**src/rtl/sqrt_frac_iter.sv**
```systemverilog
// -----------------------------------------------------------------------------
// sqrt_frac_iter
//
// Iterative fraction square-root core. An accepted 24-bit aligned fraction is
// extended to the 48-bit radicand {frac_in, 24'b0}. A restoring
// digit-by-digit algorithm then produces its 24-bit integer square root, one
// root bit per clock. Every operand takes the full 24 iterations. The root,
// the pass-through exponent and a sticky (inexact) flag are presented on a
// valid/ready handshake.
//
// Ports:
//   clk         system clock, rising-edge active
//   rst_n       asynchronous active-low reset
//   in_valid    upstream operand valid
//   in_ready    core idle and able to accept an operand
//   frac_in     24-bit aligned fraction
//   exp_in      8-bit result exponent, passed through unchanged
//   out_valid   result valid (held until out_ready)
//   out_ready   downstream accepts the result
//   root_out    floor(sqrt({frac_in, 24'b0}))
//   exp_out     exponent latched at acceptance
//   sticky_out  final partial remainder non-zero
// -----------------------------------------------------------------------------
module sqrt_frac_iter (
  input  logic        clk,
  input  logic        rst_n,
  input  logic        in_valid,
  output logic        in_ready,
  input  logic [23:0] frac_in,
  input  logic [7:0]  exp_in,
  output logic        out_valid,
  input  logic        out_ready,
  output logic [23:0] root_out,
  output logic [7:0]  exp_out,
  output logic        sticky_out
);

  typedef enum logic [1:0] {
    ST_IDLE = 2'd0,
    ST_RUN  = 2'd1,
    ST_DONE = 2'd2
  } state_t;

  state_t      state_r;
  state_t      state_nx_s;

  logic [47:0] rad_r;
  logic [25:0] rem_r;
  logic [23:0] root_r;
  logic [4:0]  cnt_r;

  logic [25:0] rem_shift_s;
  logic [25:0] trial_s;
  logic [25:0] rem_nx_s;
  logic        root_bit_s;
  logic [23:0] root_nx_s;

  logic        accept_s;
  logic        last_s;

  assign accept_s = (state_r == ST_IDLE) && in_valid;
  assign last_s   = (state_r == ST_RUN) && (cnt_r == 5'd0);

  // State register.
  always_ff @(posedge clk or negedge rst_n) begin
    if (!rst_n) begin
      state_r <= ST_IDLE;
    end else begin
      state_r <= state_nx_s;
    end
  end

  // Next-state logic for the IDLE -> RUN -> DONE sequence.
  always_comb begin
    state_nx_s = state_r;
    case (state_r)
      ST_IDLE: begin
        if (in_valid) begin
          state_nx_s = ST_RUN;
        end else begin
          state_nx_s = ST_IDLE;
        end
      end
      ST_RUN: begin
        if (cnt_r == 5'd0) begin
          state_nx_s = ST_DONE;
        end else begin
          state_nx_s = ST_RUN;
        end
      end
      ST_DONE: begin
        if (out_ready) begin
          state_nx_s = ST_IDLE;
        end else begin
          state_nx_s = ST_DONE;
        end
      end
      default: begin
        state_nx_s = ST_IDLE;
      end
    endcase
  end

  // One restoring iteration: bring down two radicand bits, try {root, 01}.
  // The remainder stays below 2*root + 1 < 2^24 before the final step, so
  // shifting only rem_r[23:0] loses no information.
  always_comb begin
    rem_shift_s = {rem_r[23:0], rad_r[47:46]};
    trial_s     = {root_r, 2'b01};
    if (rem_shift_s >= trial_s) begin
      rem_nx_s   = rem_shift_s - trial_s;
      root_bit_s = 1'b1;
    end else begin
      rem_nx_s   = rem_shift_s;
      root_bit_s = 1'b0;
    end
    root_nx_s = {root_r[22:0], root_bit_s};
  end

  // Iteration datapath: radicand shifter, partial remainder, root, counter.
  always_ff @(posedge clk or negedge rst_n) begin
    if (!rst_n) begin
      rad_r  <= 48'd0;
      rem_r  <= 26'd0;
      root_r <= 24'd0;
      cnt_r  <= 5'd0;
    end else begin
      case (state_r)
        ST_IDLE: begin
          if (in_valid) begin
            rad_r  <= {frac_in, 24'd0};
            rem_r  <= 26'd0;
            root_r <= 24'd0;
            cnt_r  <= 5'd23;
          end else begin
            rad_r  <= rad_r;
            rem_r  <= rem_r;
            root_r <= root_r;
            cnt_r  <= cnt_r;
          end
        end
        ST_RUN: begin
          rad_r  <= {rad_r[45:0], 2'b00};
          rem_r  <= rem_nx_s;
          root_r <= root_nx_s;
          if (cnt_r != 5'd0) begin
            cnt_r <= cnt_r - 5'd1;
          end else begin
            cnt_r <= cnt_r;
          end
        end
        default: begin
          rad_r  <= rad_r;
          rem_r  <= rem_r;
          root_r <= root_r;
          cnt_r  <= cnt_r;
        end
      endcase
    end
  end

  // Result registers: exponent captured at acceptance, root/sticky on the
  // final iteration, so the outputs never show partial roots.
  always_ff @(posedge clk or negedge rst_n) begin
    if (!rst_n) begin
      root_out   <= 24'd0;
      exp_out    <= 8'd0;
      sticky_out <= 1'b0;
    end else begin
      if (accept_s) begin
        exp_out <= exp_in;
      end else begin
        exp_out <= exp_out;
      end
      if (last_s) begin
        root_out   <= root_nx_s;
        sticky_out <= (rem_nx_s != 26'd0);
      end else begin
        root_out   <= root_out;
        sticky_out <= sticky_out;
      end
    end
  end

  // Registered handshake flags derived from the upcoming state.
  always_ff @(posedge clk or negedge rst_n) begin
    if (!rst_n) begin
      in_ready  <= 1'b1;
      out_valid <= 1'b0;
    end else begin
      in_ready  <= (state_nx_s == ST_IDLE);
      out_valid <= (state_nx_s == ST_DONE);
    end
  end

endmodule

```
**config.mk**
```make
export PLATFORM = sky130hd
export DESIGN_NAME = sqrt_frac_iter
export DESIGN_NICKNAME = d
export VERILOG_FILES = /design/src/rtl/sqrt_frac_iter.sv
export SDC_FILE = /design/constraint.sdc
export NUM_CORES = 1
export LEC_CHECK = 0
export ABC_AREA = 1
export BUFFER_PORTS_ARGS = -buffer_cell sky130_fd_sc_hd__buf_2
export CORE_UTILIZATION = 35
export DETAILED_ROUTE_END_ITERATION = 10
export SETUP_SLACK_MARGIN = 0.02
export SYNTH_ARGS = -nofsm -noshare
export SYNTH_HDL_FRONTEND = slang
export SYNTH_SLANG_ARGS = --single-unit
```
**constraint.sdc**
```tcl
create_clock -name clk -period 4.8 [get_ports clk]
set_input_delay 0.24 -clock clk [delete_from_list [all_inputs] [get_ports clk]]
set_output_delay 0.24 -clock clk [all_outputs]
set_load 0.01 [all_outputs]
```
==> out/results.tsv <==
stage	metric	value	unit
die	die_area	0.0195	mm2
place	dpl_worst_slack	1760	ps
synth	synth_seq_area_share	43.1	%
clocking	clkTransAtPathRegs	60	ps
global_route	met3_usage	4.13	%
layout	fillCellCount	1818	
synth	syn_nets	964	
detailed_routing	wire_per_inst	14.4	um
critical_path	cp.arrival	3440	ps
synth	async_flop_share	100	%
global_route	overflow	0	
global_route	top_usage_layer	met2	
synth	synth-seq-cells	114	
synth	synth_edf_count	0	
clocking	cts.sinks	114	
die	die_h	140	um
synth	yosys.cell_types.count	41	
sta	fmax	0.319	GHz
layout	n_antenna_cell	0	
sta	setup_ws	1660	ps
sta	period_share	65.4	%
layout	final_nets	1031	
sta	setup_violations	0	
critical_path	crit_path_end_kind	register	
detailed_routing	dr_total_vias	5982	
die	initial_core_util	36.2	%
clocking	cts_buffer_depth	2	
sta	fin_crit	3140	ps
clocking	insertion_delay	420	ps
critical_path	critical_path_class	reg2reg	
sta	tns	0	ps
global_route	use_met2	31.5	%
layout	ff_latch_area	0.00285	mm2
place	hpwl	12600	um
synth	synth_area_per_cell	7.35	um2
detailed_routing	first_iter_violations	364	
global_route	antenna_found_initial	0	
layout	multi_input_area	0.00318	mm2
sta	rsz0062_at_grt	no	
sta	skew	21.4	ps
die	pin_count	71	
synth	synthTopCellsByArea	dfrtp_1 43%, nand2_1 16%, inv_1 6.5%, ha_1 5.1%, o21ai_0 4.4%	
critical_path	cp-endpoint	sticky_out	
detailed_routing	drt-total-wl	17500	um
place	portBuffers	70	
global_route	grt_pass1_wl	29700	um
critical_path	cp.required	5100	ps
layout	drive_above_1_share	13.8	%
sta	worstMarginPinSlew	1100	ps
synth	yosys_warnings	0	
critical_path	start_kind	register	
sta	hold_viol	0	
place	gp_congestion	0.938	
layout	syn2layout_area_growth	18.5	%
run	drv_cap	0	
detailed_routing	drc	0	
synth	synth.most_common_cell	nand2_1	
detailed_routing	postRouteAntennaNets	0	
global_route	grtUsageTotal	19.1	%
die	rows	49	
synth	syn_inst	901	
synth	synthFlopType	dfrtp_1	
synth	yosys.area.top_type_share	42.7	%
clocking	ctsRootBufferMaster	clkbuf_16	
die	die_x	140	um
global_route	grt_pass1_vias	5813	
critical_path	r2r_cells	18	
hold_path	hold_path.class	in2reg	
global_route	gr-usage-met1	24.9	%
critical_path	rrSetupSlack	1660	ps
synth	synth_area	0.00662	mm2
critical_path	regToRegEndpoint	sticky_out	
sta	relSlewSlack	26.4	%
critical_path	critPathLaunch	root_r[3]	
die	core	0.0183	mm2
synth	synth.cells.most_frequent	288 x nand2_1, 115 x inv_1, 113 x dfrtp_1	
outcome	status	complete, no violations	
clocking	htreeDepth	4	
detailed_routing	dr.pass1.iters	5	
global_route	grt_start_max_net_pins	59	
synth	yosys.area.top_type	dfrtp_1	
critical_path	worstPathMaxFanout	31	
clocking	cts_made_buffers	17	
detailed_routing	viasPerCell	4.94	
clocking	cts_tree	done	
sta	drv_slew	0	
critical_path	r2r-start	root_r[3]	
==> through the flow <==
step,hold WS (ps),instances,cell area (um2),utilization (%)
2_1_floorplan,-55.6,901,6620,-
5_1_grt,2.31,1210,7840,42.9
4_1_cts,2.25,1210,7840,42.9
3_3_place_gp,346,1177,7190,39.3
3_5_place_dp,350,1177,7190,39.3
6_report,6.49,1210,7840,42.9
==> timing repair <==
| item | in CTS | in global routing |
|---|---|---|
| gates resized for setup | 0 | 0 |
| buffers inserted | 0 | 0 |
| hold buffers | 1 | 0 |
| hold endpoints to repair | 55 | 0 |
==> placed cells by master (no fill, tap or decap), types with 3 or more instances in the layout <==
cell type,count
clkbuf_8,3
buf_2,69
nor2_2,6
nand2_2,8
bufinv_16,4
a22o_1,12
xor2_1,7
inv_2,4
nand3_1,34
xnor2_1,3
o21ai_1,3
clkbuf_16,17
clkinv_1,3
nor3_1,6
ha_1,27
dfrtp_1,113
nand4_1,19
o21ai_0,58
buf_4,9
o22ai_1,31
a21oi_1,42
nand2_1,288
nor2_1,69
o21bai_1,3
inv_1,114
==> cells by family (layout without fill, tap and decap cells) <==
family	after synthesis	in the layout	share of synthesized area [%]
compound gates	156	156	13.6
xor+xnor	10	10	1.32
fa+ha+maj	27	27	5.10
buf+inv	152	232	8.96
flops	114	114	43.1
simple gates	442	442	27.9
==> registers in the layout (all words and copies together), names as in the netlist <==
name and flops:
cnt_r 5, exp_out 8, in_ready 1, out_valid 1
rad_r 24, rem_r 24, root_out 24, root_r 24
state_r 2, sticky_out 1
==> layout make-up <==
| type | instances | area share [%] |
|---|---|---|
| clock buffer | 21 | 6.00 |
| clock inverter | 11 | 2.23 |
| inverter | 121 | 5.79 |
| multi-input combinational | 635 | 40.5 |
| sequential | 114 | 36.4 |
| tap | 229 | 3.65 |
| timing repair buffer | 79 | 5.39 |
==> critical path, cell delays in order (launching register included) <==
cell and delay [ps]:
dfrtp_1 370, inv_1 110, ha_1 290, nand2_1 170, inv_2 50, nand2_1 60
nand2_1 80, nand2_1 80, nand3_2 100, nand2_2 330, nand3_4 360, inv_1 330
nor2_1 70, nor2_1 170, nand2_1 70, nor2_1 130, nand3_1 90, nor2_1 100
nor2_1 40
==> worst min path at each step <==
stage / start / to / slack [ps] / cells past startpoint
after floorplan: rst_n / cnt_r[0] / -60 / 0
after CTS: out_ready / out_valid / 2 / 2
after global routing: out_ready / out_valid / 2 / 2
after detailed placement: rst_n / rem_r[22] / 350 / 1
final: out_ready / out_valid / 6 / 2
after global placement: rst_n / rem_r[22] / 350 / 1
==> layer usage <==
layer / up-vias / part of all wire (%)
li1: 3039 / -
met1: 2740 / 45
met2: 171 / 48
met4: 0 / 2.1
met3: 32 / 4.8
met5: - / 0
Power is not shown: default switching activity piles up to over one toggle a cycle in this logic, so the estimate is an artifact.
